### config.mk
export PLATFORM = sky130hd
export DESIGN_NAME = mips_load_store_unit
export DESIGN_NICKNAME = d
export VERILOG_FILES = /design/src/rtl/mips_lsu_pkg.sv /design/src/rtl/mips_lsu_lane.sv /design/src/rtl/mips_load_store_unit.sv
export SDC_FILE = /design/constraint.sdc
export NUM_CORES = 1
export LEC_CHECK = 0
export BUFFER_PORTS_ARGS = -buffer_cell sky130_fd_sc_hd__buf_2
export CAP_MARGIN = 40
export CORE_ASPECT_RATIO = 0.5
export CORE_MARGIN = 1.5
export CORE_UTILIZATION = 30
export DETAILED_ROUTE_END_ITERATION = 7
export GPL_TIMING_DRIVEN = 0
export PLACE_DENSITY = 0.51
export RECOVER_POWER = 50
export SYNTH_ARGS = -nofsm -noshare
export SYNTH_HDL_FRONTEND = slang
export SYNTH_SLANG_ARGS = --single-unit
export TNS_END_PERCENT = 10
### constraint.sdc
create_clock -name clk -period 2.05 [get_ports clk]
set_input_delay 0 -clock clk [delete_from_list [all_inputs] [get_ports clk]]
set_output_delay 0 -clock clk [all_outputs]
set_load 0.005 [all_outputs]
### src/rtl/mips_lsu_pkg.sv
// Shared types and helpers for the MIPS load/store unit: op and FSM encodings,
// big-endian byte reversal and request classification.
package mips_lsu_pkg;

  typedef enum logic [2:0] {
    OP_LW  = 3'd0,
    OP_LH  = 3'd1,
    OP_LHU = 3'd2,
    OP_LB  = 3'd3,
    OP_LBU = 3'd4,
    OP_SW  = 3'd5,
    OP_SH  = 3'd6,
    OP_SB  = 3'd7
  } lsu_op_e;

  typedef enum logic [2:0] {
    S_IDLE   = 3'd0,
    S_LOAD   = 3'd1,
    S_STORE  = 3'd2,
    S_RMW_RD = 3'd3,
    S_RMW_WR = 3'd4,
    S_RESP   = 3'd5
  } lsu_state_e;

  // RAM byte k sits in bits [8k+7:8k]; the CPU sees byte 0 as the MSB.
  function automatic logic [31:0] byte_rev(input logic [31:0] w);
    return {w[7:0], w[15:8], w[23:16], w[31:24]};
  endfunction

  function automatic logic is_load(input lsu_op_e op);
    return (op == OP_LW) || (op == OP_LH) || (op == OP_LHU) ||
           (op == OP_LB) || (op == OP_LBU);
  endfunction

  function automatic logic is_misaligned(input lsu_op_e op, input logic [1:0] off);
    case (op)
      OP_LW, OP_SW:         return off != 2'b00;
      OP_LH, OP_LHU, OP_SH: return off[0];
      default:              return 1'b0;
    endcase
  endfunction

endpackage

### src/rtl/mips_lsu_lane.sv
// Combinational lane logic: extracts/extends load data from a RAM word and
// builds the RAM word to write for stores (full word or merged byte/halfword).
import mips_lsu_pkg::*;

module mips_lsu_lane (
  input  lsu_op_e     op_i,
  input  logic [1:0]  offset_i,
  input  logic [31:0] load_word_i,
  input  logic [31:0] merge_word_i,
  input  logic [31:0] wdata_i,
  output logic [31:0] load_data_o,
  output logic [31:0] store_data_o
);

  logic [7:0]  byte_sel;
  logic [15:0] half_sel;
  logic [4:0]  byte_pos;
  logic [4:0]  half_pos;

  assign byte_pos = {offset_i, 3'b000};
  assign half_pos = {offset_i[1], 4'b0000};

  // Big-endian halfword: lower-addressed byte is the upper half.
  always_comb begin
    byte_sel = load_word_i[byte_pos +: 8];
    half_sel = {load_word_i[half_pos +: 8], load_word_i[(half_pos + 5'd8) +: 8]};
    case (op_i)
      OP_LW:   load_data_o = byte_rev(load_word_i);
      OP_LH:   load_data_o = {{16{half_sel[15]}}, half_sel};
      OP_LHU:  load_data_o = {16'h0000, half_sel};
      OP_LB:   load_data_o = {{24{byte_sel[7]}}, byte_sel};
      OP_LBU:  load_data_o = {24'h000000, byte_sel};
      default: load_data_o = '0;
    endcase
  end

  always_comb begin
    store_data_o = merge_word_i;
    case (op_i)
      OP_SW: store_data_o = byte_rev(wdata_i);
      OP_SH: begin
        store_data_o[half_pos +: 8]          = wdata_i[15:8];
        store_data_o[(half_pos + 5'd8) +: 8] = wdata_i[7:0];
      end
      OP_SB:   store_data_o[byte_pos +: 8] = wdata_i[7:0];
      default: store_data_o = merge_word_i;
    endcase
  end

endmodule

### src/rtl/mips_load_store_unit.sv
// MIPS load/store unit: accepts one op at a time, talks to a big-endian data
// RAM, uses read-modify-write for sub-word stores and reports misalignment.
import mips_lsu_pkg::*;

module mips_load_store_unit (
  input  logic        clk,
  input  logic        rst_n,
  input  logic        req_valid,
  output logic        req_ready,
  input  logic [2:0]  req_op,
  input  logic [31:0] req_addr,
  input  logic [31:0] req_wdata,
  output logic        resp_valid,
  output logic [31:0] resp_rdata,
  output logic        resp_err,
  output logic [31:0] data_address,
  output logic        data_read,
  output logic        data_write,
  output logic [31:0] data_writedata,
  input  logic [31:0] data_readdata
);

  lsu_state_e  state_q, state_d;
  lsu_op_e     op_q, op_d, req_op_e;
  logic [31:0] addr_q, addr_d;
  logic [31:0] wdata_q, wdata_d;
  logic [31:0] word_q, word_d;
  logic [31:0] rdata_q, rdata_d;
  logic        err_q, err_d;
  logic [31:0] load_data;
  logic [31:0] store_data;

  assign req_op_e = lsu_op_e'(req_op);

  mips_lsu_lane u_lane (
    .op_i         (op_q),
    .offset_i     (addr_q[1:0]),
    .load_word_i  (data_readdata),
    .merge_word_i (word_q),
    .wdata_i      (wdata_q),
    .load_data_o  (load_data),
    .store_data_o (store_data)
  );

  // Response registers load only on entry to RESP so they hold between responses.
  always_comb begin
    state_d = state_q;
    op_d    = op_q;
    addr_d  = addr_q;
    wdata_d = wdata_q;
    word_d  = word_q;
    rdata_d = rdata_q;
    err_d   = err_q;
    case (state_q)
      S_IDLE: begin
        if (req_valid) begin
          op_d    = req_op_e;
          addr_d  = req_addr;
          wdata_d = req_wdata;
          if (is_misaligned(req_op_e, req_addr[1:0])) begin
            rdata_d = '0;
            err_d   = 1'b1;
            state_d = S_RESP;
          end else if (is_load(req_op_e)) begin
            state_d = S_LOAD;
          end else if (req_op_e == OP_SW) begin
            state_d = S_STORE;
          end else begin
            state_d = S_RMW_RD;
          end
        end
      end
      S_LOAD: begin
        rdata_d = load_data;
        err_d   = 1'b0;
        state_d = S_RESP;
      end
      S_STORE, S_RMW_WR: begin
        rdata_d = '0;
        err_d   = 1'b0;
        state_d = S_RESP;
      end
      S_RMW_RD: begin
        word_d  = data_readdata;
        state_d = S_RMW_WR;
      end
      S_RESP:  state_d = S_IDLE;
      default: state_d = S_IDLE;
    endcase
  end

  always_ff @(posedge clk or negedge rst_n) begin
    if (!rst_n) begin
      state_q <= S_IDLE;
      op_q    <= OP_LW;
      addr_q  <= '0;
      wdata_q <= '0;
      word_q  <= '0;
      rdata_q <= '0;
      err_q   <= 1'b0;
    end else begin
      state_q <= state_d;
      op_q    <= op_d;
      addr_q  <= addr_d;
      wdata_q <= wdata_d;
      word_q  <= word_d;
      rdata_q <= rdata_d;
      err_q   <= err_d;
    end
  end

  assign req_ready      = (state_q == S_IDLE);
  assign resp_valid     = (state_q == S_RESP);
  assign resp_rdata     = rdata_q;
  assign resp_err       = err_q;
  assign data_address   = {addr_q[31:2], 2'b00};
  assign data_read      = (state_q == S_LOAD) || (state_q == S_RMW_RD);
  assign data_write     = (state_q == S_STORE) || (state_q == S_RMW_WR);
  assign data_writedata = data_write ? store_data : '0;

endmodule
==> results.tsv, run 1 <==
stage	metric	value	unit
synth	Cell Area, Synth	6771	um2
drt	Routed Antenna Nets	0	
floorplanning	initial core utilization	30.89	%
drt	routed vias	6052	
synth	EDFF count, synth	0	
drt	# DRC	0	
layout	nets	1034	
cts	Worst-Skew Late Latency	0.43	ns
setup_path	worst path required time	2.05	ns
pwr	Clock Power Share	20.2	%
floorplanning	Rows	38	
setup_path	critical-path cell list	nor3b_2 -> and2_1 -> buf_6 -> or3_4 -> buf_6 -> a22oi_2 -> nor2_1 -> buf_2	
sta	worst setup margin	-0.2032	ns
outcome	status	finished with violations	
setup_path	CP Capture Type	output pin	
cts	CTS Buf Count	17	
global_routing	vias in the first global route	6102	
placed_design	routability cong.	0.7947	
drt	routed vias/inst	4.885	
synth	post-synthesis async set-or-reset flop share	100.0	%
setup_path	cell family with most CP delay	simple AND/OR/NAND/NOR gates	
global_routing	first-pass GRT wire length	33630	um
cts	Root Buffer	clkbuf_16	
setup_path	arrival time at the worst endpoint	2.25	ns
pwr	share of power burned in registers	32.4	%
global_routing	initial antenna violation count	0	
sta	min Tclk post-route	2.253	ns
cts	clock tree buffer depth	2	
synth	synth top area cells	dfrtp_1 50%, mux2_2 17%, buf_4 4.5%	
placed_design	dpl cells	1098	
setup_path	CP startpoint	op_q[1]	
setup_path	CP bufs+invs	3	
layout	layout cells sized above 1	45.37	%
pwr	Peak VDD IR	0.6149	mV
layout	commonest non-fill, non-tap cell in the layout	buf_2	
drt	drt initial violations	494	
sta	clk_skew	0.01165	ns
sta	Tcrit/Tclk final	109.9	%
synth	Synthesis Warnings	0	
sta	Pins Over Slew Limit	0	
synth	top-area cell type share of the netlist area	49.89	%
sta	Highest Clock Rate	0.4438	GHz
placed_design	I/O Buffers	200	
synth	Gate Count Post-Synth	596	
outcome	failing checks	setup timing	
sta	Slew HR	24.32	%
placed_design	pre-CTS setup slack	-0.2629	ns
hold_path	hold path startpoint	req_addr[16]	
layout	final core occ	45.80	%
run	Max-Cap Viols	0	
floorplanning	Die Y	109.2	um
layout	post-route insts no fill	1239	
layout	antenna cells	0	
layout	leading cell types in the layout, fill and taps excluded	176 x buf_2, 134 x dfrtp_1, 102 x mux2_2	
cts	H-Tree Depth	4	
pwr	Sw Share	37.88	%
setup_path	CP max FO	10	
sta	final setup violation count	32	
pwr	Net Sw Power	5645	uW
synth	number of synthesized register bits	135	
floorplanning	total I/O pin count	203	
drt	1st-pass router iterations	6	
floorplanning	die width	215.5	um
layout	post-route cell area	10040	um2
synth	synth unique cells	50	
global_routing	total global routing overflow	0	
cts	CTS clk-pin slew, worst paths	0.06	ns
sta	Slew @ Worst Pin	1.135	ns
setup_path	cell repeated most along the worst path	buf_6	
pwr	Int Pwr	9257	uW
setup_path	CP Launch Type	register	
setup_path	Crit Reg-Reg Startpoint	op_q[1]	
synth	Post-synth top flop	dfrtp_1	
synth	post-synth top area cell	dfrtp_1	
layout	Area Overhead vs Synth	48.24	%
pwr	Power Density	1484	nW/um2
pwr	combinational power share	47.4	%
setup_path	largest stage delay on the critical path	0.39	ns
drt	routed wire length	22200	um
setup_path	Setup CP Type	register to output pin	
placed_design	Cell Area, Placed	8185	um2
setup_path	CP max stage cell	dfrtp_1	
sta	Hold Vio Cnt, Final	0	
global_routing	pin count of the biggest net entering global routing	80	
synth	synthesized area per cell	11.36	um2
sta	unrepaired setup endpoints after global routing	true	
floorplanning	Core ar.	21920	um2
floorplanning	die footprint	23540	um2
hold_path	HP Class	input port to register	
synth	register area share after synthesis	49.89	%
placed_design	Detail Placement HPWL	16230	um
global_routing	GRT Util Overall	18.90	%
cts	CTS tree	done	
sta	tightest hold margin	0.3424	ns
pwr	Leakage	0.004559	uW
cts	Sink Count	135	
drt	WL/cell	17.92	um
[per-stage QoR]
stage          total power, uW  setup TNS [ns]
6_report                 14900          -3.902
5_1_grt                  15860          -7.702
4_1_cts                  14870          -4.297
3_5_place_dp             11120          -3.308
3_3_place_gp             10980         -138.54
2_1_floorplan             8797               0
[power groups by stage]
| stage | registers, uW | logic (uW) | clock network (uW) |
|---|---|---|---|
| floorplan | 4510 | 4280 | 0 |
| global placement | 4800 | 6180 | 0 |
| detailed placement | 4840 | 6280 | 0 |
| CTS | 4810 | 6950 | 3110 |
| global route | 4980 | 7670 | 3210 |
| finish | 4820 | 7070 | 3010 |
[logic make-up after synthesis]
kind of cell	Yosys count	synth area share, %
flops	135	49.89
other cells	1	0.05538
xor+xnor	1	0.1294
simple gates	114	7.927
fa+ha+maj	6	1.072
mux	107	17.79
compound gates	153	16.02
buf+inv	79	7.114
[sequential cells by signal, summed over array words and instances (netlist names)]
name        flops
addr_q         32
op_q            3
word_q         32
resp_rdata     32
resp_err        1
state_q         3
wdata_q        32
[timing repair]
action	in CTS	in global routing
resized for setup	47	22
pin swaps	20	12
setup endpoints to repair	33	116
setup buffers	10	1
hold buffers	101	0
endpoints found under the hold margin	209	0
[area by class of cell]
cell class                 instances  area, um2
buffer                            67      476.7
clock buffer                      19      442.9
clock inverter                    12      130.1
fill                            2108      11880
inverter                          10      45.04
multi-input combinational        383       3126
sequential                       135       3379
tap                              300      375.4
timing repair buffer             313       2063
[worst paths after layout]
path,to,slack [ns],cells past startpoint
worst max-delay path,data_writedata[31],-0.20,8
worst min-delay path,addr_q[16],0.34,3
worst max register to register,resp_rdata[10],0.10,6
worst min register to register,resp_rdata[14],0.48,1
max in group asynchronous,addr_q[20],0.31,3
min in group asynchronous,addr_q[23],0.36,2
[cell usage after synthesis (2+ instances only)]
library cell    n
a21o_1          7
a21oi_1        31
a222oi_1       24
a22oi_1        23
a31oi_1        10
a41o_1          2
and2_1          2
and3b_1         2
and4_1          2
buf_2          18
buf_4          41
clkbuf_1        8
dfrtp_1       135
ha_1            5
inv_1           9
mux2_2        102
mux2i_1         3
nand2_1        41
nand2b_1        4
nand3_1         3
nor2_1         40
nor2b_1        11
nor3_2          3
nor3b_1         2
o21a_1         11
o21ai_0         6
o21ai_1        28
[routing by layer]
layer  GRT usage (%)  wire [um]  share of wire (%)
met2           32.42      10830                 49
met4           6.593        502                2.3
met3           4.128        957                4.3
met5               0          0                  0
met1           23.79       9907                 45
[worst reg2reg max path, cell delays in order (launching register included)]
cell and delay, ns:
dfrtp_1 0.39, buf_4 0.16, o21ai_1 0.23, nand3b_2 0.29, a311o_2 0.53, a31oi_1 0.19, a21o_1 0.10
No activity file was read; power rests on OpenSTA's default activity.
==> run 2, diff against run 1 <==
--- a/config.mk
+++ b/config.mk
@@ -5,6 +5,7 @@
 export SDC_FILE = /design/constraint.sdc
 export NUM_CORES = 1
 export LEC_CHECK = 0
+export ABC_AREA = 1
 export BUFFER_PORTS_ARGS = -buffer_cell sky130_fd_sc_hd__buf_2
 export CAP_MARGIN = 40
 export CORE_ASPECT_RATIO = 0.5
@@ -12,7 +13,7 @@
 export CORE_UTILIZATION = 30
 export DETAILED_ROUTE_END_ITERATION = 7
 export GPL_TIMING_DRIVEN = 0
-export PLACE_DENSITY = 0.51
+export PLACE_DENSITY = 0.5
 export RECOVER_POWER = 50
 export SYNTH_ARGS = -nofsm -noshare
 export SYNTH_HDL_FRONTEND = slang
==> run 2 against run 1 <==
The run still ends with setup timing left. Critical endpoint is now data_writedata[1]. Highest routed layer unchanged. Synthesized cell count up 110%. Worst setup slack worse by 0.052 ns. Utilization decreased by 1.2 points. Clock skew down 0.0049 ns. Largest cell class is now multi-input combinational cells. Worst hold slack got worse by 0.054 ns.
==> results.tsv, run 2 <==
stage	metric	value	unit	change
synth	Post-synth top flop	dfrtp_1		unchanged
drt	routed vias	9398		was 6,052
synth	mux cell area share after synthesis	0	%	was 17.79%
run	Max-Cap Viols	0		unchanged
synth	number of synthesized register bits	135		unchanged
setup_path	CP Capture Type	output pin		unchanged
synth	top cells by count, synth	449 x nand2_1, 141 x o21ai_0, 135 x dfrtp_1, 135 x inv_1, 106 x nand3_1		was 135 x dfrtp_1, 102 x mux2_2, 41 x buf_4, 41 x nand2_1, 40 x nor2_1
drt	routed wire length	33580	um	was 22,200 um
cts	Worst-Skew Late Latency	0.44	ns	was 0.43 ns
setup_path	CP max FO	8		was 10
sta	Slew @ Worst Pin	1.356	ns	was 1.135 ns
drt	routed vias/inst	4.735		was 4.885
setup_path	reg2reg end	state_q[1]		was resp_rdata[10]
cts	clock tree buffer depth	2		unchanged
drt	WL/cell	16.92	um	was 17.92 um
cts	CTS Buf Count	17		unchanged
pwr	Peak VDD IR	0.8199	mV	was 0.6149 mV
synth	post-synth top area cell	dfrtp_1		unchanged
synth	Cell Area, Synth	8339	um2	was 6771 um2
cts	CTS clk-pin slew, worst paths	0.06	ns	about the same
sta	Tcrit/Tclk final	112.4	%	was 109.9%
placed_design	I/O Buffers	200		unchanged
floorplanning	Die Y	120.9	um	was 109.2 um
synth	synth top area cells	dfrtp_1 41%, nand2_1 20%, o21ai_0 8.5%		was dfrtp_1 50%, mux2_2 17%, buf_4 4.5%
setup_path	worst path required time	2.05	ns	about the same
floorplanning	Core ar.	26850	um2	was 21,920 um2
drt	# DRC	0		unchanged
hold_path	hold-critical path depth	4		was 3
sta	clk_skew	0.006790	ns	was 0.01165 ns
global_routing	first-pass GRT wire length	51310	um	was 33,630 um
synth	register area share after synthesis	40.51	%	was 49.89%
sta	tightest hold margin	0.2880	ns	was 0.3424 ns
floorplanning	total I/O pin count	203		unchanged
cts	Root Buffer	clkbuf_16		unchanged
synth	count leader, synth	nand2_1		was dfrtp_1
hold_path	hold path startpoint	req_addr[9]		was req_addr[16]
pwr	Power Density	1547	nW/um2	was 1484 nW/um2
layout	layout cells sized above 1	24.02	%	was 45.37%
global_routing	total global routing overflow	0		unchanged
synth	xor/xnor share of the synthesized area	0	%	was 0.1293%
synth	Gate Count Post-Synth	1256		was 596
hold_path	WHS Endpoint	addr_q[9]		was addr_q[16]
synth	synth unique cells	25		was 50
sta	worst setup margin	-0.2552	ns	was -0.2032 ns
drt	drt initial violations	700		was 494
setup_path	Crit Reg-Reg Startpoint	state_q[1]		was op_q[1]
sta	unrepaired setup endpoints after global routing	true		unchanged
synth	adder-cell share of the synthesized area	0.7502	%	was 1.072%
sta	Highest Clock Rate	0.4338	GHz	was 0.4438 GHz
drt	1st-pass router iterations	5		was 6
setup_path	Reg2Reg Depth	9		was 6
hold_path	HP Class	input port to register		unchanged
synth	top-area cell type share of the netlist area	40.51	%	was 49.89%
drt	Routed Antenna Nets	0		unchanged
setup_path	Reg2Reg Setup Slack	0.13	ns	was 0.10 ns
outcome	status	finished with violations		unchanged
layout	Area Overhead vs Synth	43.54	%	was 48.24%
sta	Pins Over Slew Limit	0		unchanged
cts	Sink Count	135		unchanged
placed_design	Cell Area, Placed	9849	um2	was 8185 um2
layout	nets	1705		was 1,034
global_routing	pin count of the biggest net entering global routing	83		was 80
sta	min Tclk post-route	2.305	ns	was 2.253 ns
global_routing	vias in the first global route	9074		was 6,102
synth	Post-Synth Simple-Gate Area	30.85	%	was 7.927%
floorplanning	die footprint	28870	um2	was 23,540 um2
synth	largest family of logic cells by synthesized area	simple AND/OR/NAND/NOR gates		was multiplexers
floorplanning	initial core utilization	31.05	%	was 30.89%
setup_path	arrival time at the worst endpoint	2.31	ns	was 2.25 ns
outcome	failing checks	setup timing		unchanged
setup_path	CP Launch Type	register		unchanged
sta	Slew HR	9.584	%	was 24.32%
sta	final setup violation count	32		unchanged
global_routing	initial antenna violation count	0		unchanged
floorplanning	Rows	42		was 38
synth	synthesized area per cell	6.640	um2	was 11.36 um2
cts	H-Tree Depth	4		unchanged
synth	Synthesis Warnings	0		unchanged
layout	antenna cells	0		unchanged
placed_design	Detail Placement HPWL	24770	um	was 16,230 um
layout	leading cell types in the layout, fill and taps excluded	441 x nand2_1, 209 x buf_2, 133 x dfrtp_1		was 176 x buf_2, 134 x dfrtp_1, 102 x mux2_2
layout	commonest non-fill, non-tap cell in the layout	nand2_1		was buf_2
sta	Hold Vio Cnt, Final	0		unchanged
cts	CTS tree	done		unchanged
placed_design	routability cong.	0.8770		was 0.7947
synth	post-synthesis async set-or-reset flop share	100.0	%	unchanged
floorplanning	die width	238.8	um	was 215.5 um
pwr	Leakage	0.006415	uW	was 0.004559 uW
synth	EDFF count, synth	0		unchanged
layout	post-route cell area	11970	um2	was 10,040 um2
setup_path	Setup CP Type	register to output pin		unchanged
synth	Synth Area in Compound Gates	14.40	%	was 16.02%
global_routing	GRT Util Overall	23.67	%	was 18.90%
-- run 2: cell types whose count changed after synthesis, sizes merged, moves of 24 or more --
| cell | change |
|---|---|
| mux2 | -104 |
| a21oi | +58 |
| nand3 | +105 |
| inv | +129 |
| a222oi | -24 |
| o21ai | +115 |
| nor2 | +25 |
| nand2 | +412 |
-- run 2: logic make-up (layout without fill, tap and decap cells) --
family,Yosys count,count (layout)
AOI/OAI and AO/OA,240,240
adders and majority gates,5,5
buffers and inverters,242,596
DFF,135,135
other,1,2
and+or+nand+nor,633,633
-- run 2: metal layers --
| metal | GRT usage (%) | vias up | routed length, um |
|---|---|---|---|
| met5 | 0 | - | 0 |
| met4 | 7.911 | 0 | 747 |
| met3 | 6.438 | 42 | 2365 |
| met2 | 35.79 | 299 | 14760 |
| met1 | 32.56 | 4447 | 15710 |
| li1 | - | 4610 | - |
-- run 2: final cells by class --
| class | instances | area (um2) |
|---|---|---|
| Timing Repair inverter | 1 | 8.758 |
| Multi-Input combinational cell | 880 | 4036 |
| Tap cell | 374 | 467.9 |
| Sequential cell | 135 | 3381 |
| Inverter | 140 | 550.5 |
| Timing Repair Buffer | 326 | 2252 |
| Fill cell | 2780 | 14880 |
| Buffer | 97 | 629.4 |
| Clock inverter | 7 | 138.9 |
| Clock buffer | 25 | 505.5 |
-- run 2: worst max-delay path: stages (launching register included) --
cell        delay (ns)
dfrtp_1           0.37
buf_6             0.13
clkinvlp_4        0.18
ha_4              0.34
buf_12            0.13
clkinv_8          0.07
nand2_8           0.10
o21ai_0           0.08
a21oi_1           0.14
nand2_1           0.08
nand2_2           0.09
inv_1             0.04
buf_2             0.12
-- run 2: power breakdown --
part           switching, uW  total [uW]  internal [uW]
logic                   6660       10700           4000
clock network           1180        3380           2200
registers                626        4480           3860
-- run 2: repair_timing --
action | CTS | global route
endpoints found under the hold margin | 176 | 0
cloned | 2 | 0
pin swaps | 9 | 19
hold buffers | 103 | 0
setup endpoints to repair | 32 | 33
resized for setup | 67 | 43
buffers inserted | 17 | 4
-- run 2: how the worst max path moves through the flow --
| stage | startpoint | endpoint | slack (ns) | cells after the start |
|---|---|---|---|---|
| after floorplan | addr_q[1] | data_writedata[2] | 0.03 | 14 |
| after global placement | rst_n | resp_rdata[3] | -1.06 | 1 |
| after detailed placement | addr_q[1] | data_writedata[9] | -0.76 | 14 |
| after CTS | addr_q[1] | data_writedata[0] | -0.27 | 14 |
| after global routing | addr_q[0] | data_writedata[2] | -0.34 | 12 |
| final | addr_q[0] | data_writedata[1] | -0.26 | 12 |
-- run 2: per-stage QoR --
stage | setup WS (ns) | total power, uW | util [%] | TNS [ns] | cells
finish | -0.2552 | 18520 | 44.58 | -6.016 | 1985
global route | -0.3431 | 19950 | 44.58 | -25.31 | 1985
CTS | -0.2750 | 18140 | 44.25 | -7.021 | 1983
detailed placement | -0.7620 | 13510 | 36.68 | -19.11 | 1832
global placement | -1.055 | 13440 | 36.55 | -157.21 | 1831
floorplan | 0.03381 | 10110 | - | 0 | 1257
==> run 3, diff against run 2 <==
--- a/config.mk
+++ b/config.mk
@@ -8,11 +8,11 @@
 export ABC_AREA = 1
 export BUFFER_PORTS_ARGS = -buffer_cell sky130_fd_sc_hd__buf_2
 export CAP_MARGIN = 40
-export CORE_ASPECT_RATIO = 0.5
-export CORE_MARGIN = 1.5
+export CORE_ASPECT_RATIO = 1.75
 export CORE_UTILIZATION = 30
 export DETAILED_ROUTE_END_ITERATION = 7
 export GPL_TIMING_DRIVEN = 0
+export MAX_ROUTING_LAYER = met4
 export PLACE_DENSITY = 0.5
 export RECOVER_POWER = 50
 export SYNTH_ARGS = -nofsm -noshare
==> run 3 against run 2 <==
The run still ends with setup timing left. Routed wire length decreased by 0.62%. Non-clock buffer count shrank 3. Cell count fell by 0.40%. Sequential power shrank 1%. Maximum frequency fell by 3.6%. Design area fell by 1.5%. Total power is 4.2% lower. Register-to-register slack got worse by 0.07 ns. Critical path depth increased by 1. Sequential share of layout area grew 0.43 points. Flip-flop and latch count unchanged. Clock skew increased by 0.0010 ns. Critical endpoint is now data_writedata[11]. Largest power group unchanged. Highest routed layer unchanged.
==> results.tsv, run 3 (synthesis gave the netlist of run 2 again) <==
stage	metric	value	unit	change
placed_design	routability cong.	0.9095		was 0.8770
floorplanning	die footprint	28490	um2	was 28,870 um2
sta	min Tclk post-route	2.390	ns	was 2.305 ns
floorplanning	Rows	80		was 42
sta	Pins Over Slew Limit	0		unchanged
floorplanning	initial core utilization	30.52	%	was 31.05%
pwr	Power Density	1506	nW/um2	was 1547 nW/um2
pwr	Net Sw Power	8365	uW	was 8469 uW
placed_design	Detail Placement HPWL	25880	um	was 24,770 um
global_routing	vias in the first global route	9494		was 9,074
sta	Slew HR	9.955	%	was 9.584%
setup_path	cell family with most CP delay	buffers and inverters		unchanged
setup_path	CP max FO	7		was 8
layout	area occupied by multi-input gates	3988	um2	was 4036 um2
outcome	failing checks	setup timing		unchanged
pwr	combinational power share	59.0	%	was 57.6%
setup_path	worst path required time	2.05	ns	about the same
sta	Slew @ Worst Pin	1.351	ns	was 1.356 ns
setup_path	largest stage delay on the critical path	0.38	ns	was 0.37 ns
cts	Sink Count	135		unchanged
sta	Highest Clock Rate	0.4183	GHz	was 0.4338 GHz
setup_path	CP bufs+invs	6		unchanged
floorplanning	total I/O pin count	203		unchanged
sta	Tcrit/Tclk final	116.6	%	was 112.4%
cts	Root Buffer	clkbuf_16		unchanged
setup_path	CP Launch Type	register		unchanged
layout	layout cells sized above 1	22.57	%	was 24.02%
layout	nets	1702		was 1,705
drt	1st-pass router iterations	5		unchanged
pwr	Peak VDD IR	0.7532	mV	was 0.8199 mV
drt	WL/cell	16.88	um	was 16.92 um
drt	routed vias	9205		was 9,398
cts	CTS Buf Count	17		unchanged
sta	setup TNS	-8.743	ns	was -6.016 ns
setup_path	CP max stage cell	dfrtp_2		was dfrtp_1
drt	drt initial violations	350		was 700
pwr	Clock Power Share	16.1	%	was 18.2%
sta	unrepaired setup endpoints after global routing	true		unchanged
drt	Routed Antenna Nets	0		unchanged
setup_path	arrival time at the worst endpoint	2.39	ns	was 2.31 ns
cts	Worst-Skew Late Latency	0.45	ns	was 0.44 ns
drt	routed vias/inst	4.656		was 4.735
layout	Reg area	3379	um2	was 3381 um2
global_routing	total global routing overflow	0		unchanged
placed_design	pre-CTS setup slack	-0.7732	ns	was -0.7620 ns
global_routing	GRT Util Overall	25.34	%	was 23.67%
floorplanning	die width	128.0	um	was 238.8 um
global_routing	pin count of the biggest net entering global routing	87		was 83
sta	worst setup margin	-0.3404	ns	was -0.2552 ns
layout	Filler cells	2968		was 2,780
pwr	Leakage	0.006315	uW	was 0.006415 uW
global_routing	first-pass GRT wire length	52020	um	was 51,310 um
global_routing	initial antenna violation count	0		unchanged
layout	leading cell types in the layout, fill and taps excluded	437 x nand2_1, 211 x buf_2, 134 x dfrtp_1		was 441 x nand2_1, 209 x buf_2, 133 x dfrtp_1
sta	clk_skew	0.007836	ns	was 0.006790 ns
pwr	Sw Share	47.13	%	was 45.73%
pwr	Int Pwr	9384	uW	was 10,050 uW
setup_path	Setup CP Type	register to output pin		unchanged
cts	clock tree buffer depth	2		unchanged
sta	final setup violation count	32		unchanged
pwr	share of power burned in registers	24.9	%	was 24.2%
drt	# DRC	0		unchanged
floorplanning	Die Y	222.6	um	was 120.9 um
hold_path	HP Class	input port to register		unchanged
cts	CTS clk-pin slew, worst paths	0.06	ns	about the same
drt	routed wire length	33380	um	was 33,580 um
outcome	status	finished with violations		unchanged
floorplanning	Core ar.	27330	um2	was 26,850 um2
run	Max-Cap Viols	0		unchanged
layout	final core occ	43.13	%	was 44.58%
layout	antenna cells	0		unchanged
setup_path	CP Capture Type	output pin		unchanged
sta	Hold Vio Cnt, Final	0		unchanged
placed_design	I/O Buffers	200		unchanged
cts	CTS tree	done		unchanged
setup_path	critical-path cell list	buf_6 -> clkinvlp_4 -> buf_6 -> ha_4 -> buf_12 -> buf_12 -> nand3_1 -> nand2_2 -> nand2_2 -> nand3_2 -> nand2_1 -> nor2_1 -> buf_2		was buf_6 -> clkinvlp_4 -> ha_4 -> buf_12 -> clkinv_8 -> nand2_8 -> o21ai_0 -> a21oi_1 -> nand2_1 -> nand2_2 -> inv_1 -> buf_2
cts	H-Tree Depth	4		unchanged
layout	commonest non-fill, non-tap cell in the layout	nand2_1		unchanged
layout	Area Overhead vs Synth	41.34	%	was 43.54%
[run 3: cell count changes in the layout (fill, tap and decap cells not counted), sizes merged]
cell,previous run,this run
clkbuf,67,59
clkinvlp,2,7
bufinv,4,0
clkinv,5,9
buf,277,275
inv,137,139
[run 3: per-stage QoR]
| stage | total power [uW] | area [um2] | hold WS (ns) | instances |
|---|---|---|---|---|
| after floorplan | 10110 | 8347 | -0.2956 | 1257 |
| after global placement | 13510 | 9809 | 0.1940 | 1826 |
| after detailed placement | 13560 | 9843 | -0.01560 | 1827 |
| after CTS | 17820 | 11790 | 0.06982 | 1977 |
| after global routing | 19160 | 11790 | 0.2849 | 1977 |
| final | 17750 | 11790 | 0.2771 | 1977 |
[run 3: worst register-to-register path, delay by kind of cell, from the launching register on]
| kind | cells | cell delay [ns] |
|---|---|---|
| simple gates | 6 | 0.47 |
| compound gates | 1 | 0.15 |
| buf+inv | 6 | 0.87 |
| flops | 1 | 0.40 |
[run 3: power by group through the flow]
stage | Sequential, uW | Combinational (uW) | Clock [uW]
global route | 4570 | 11600 | 3020
finish | 4430 | 10500 | 2850
detailed placement | 4450 | 9110 | 0
global placement | 4440 | 9070 | 0
floorplan | 4350 | 5760 | 0
CTS | 4420 | 10400 | 2950
[run 3: worst paths after layout]
kind / slack, ns / startpoint / end / cells after the start
max: -0.34 / addr_q[0] / data_writedata[11] / 13
min: 0.28 / req_addr[2] / addr_q[2] / 4
max reg2reg: 0.06 / addr_q[1] / resp_rdata[4] / 13
min reg2reg: 0.48 / addr_q[5] / addr_q[5] / 2
max in group asynchronous: 0.18 / rst_n / resp_rdata[1] / 3
min in group asynchronous: 0.39 / rst_n / addr_q[23] / 2
[run 3: routing by layer]
| metal | track usage, % | up-vias | part of all wire [%] |
|---|---|---|---|
| li1 | - | 4608 | - |
| met3 | 3.732 | 67 | 3.9 |
| met4 | 14.12 | 0 | 4.6 |
| met1 | 24.67 | 4248 | 36 |
| met2 | 47.02 | 282 | 55 |
| met5 | - | - | 0 |
[run 3: cell type report]
cell class / count / share of cell area (%)
Buffer: 98 / 5.297
Clock buffer: 18 / 3.726
Clock inverter: 14 / 0.8599
Inverter: 140 / 4.671
Multi-Input combinational cell: 880 / 33.83
Sequential cell: 135 / 28.67
Tap cell: 369 / 3.917
Timing Repair Buffer: 322 / 18.95
Timing Repair inverter: 1 / 0.07431
[run 3: repair_timing]
action | in CTS | in global routing
endpoints found under the setup margin | 32 | 34
cloned | 2 | 0
setup buffers | 17 | 0
pin swaps | 7 | 5
hold endpoints to repair | 193 | 0
hold buffers | 103 | 0
gates resized for setup | 58 | 14
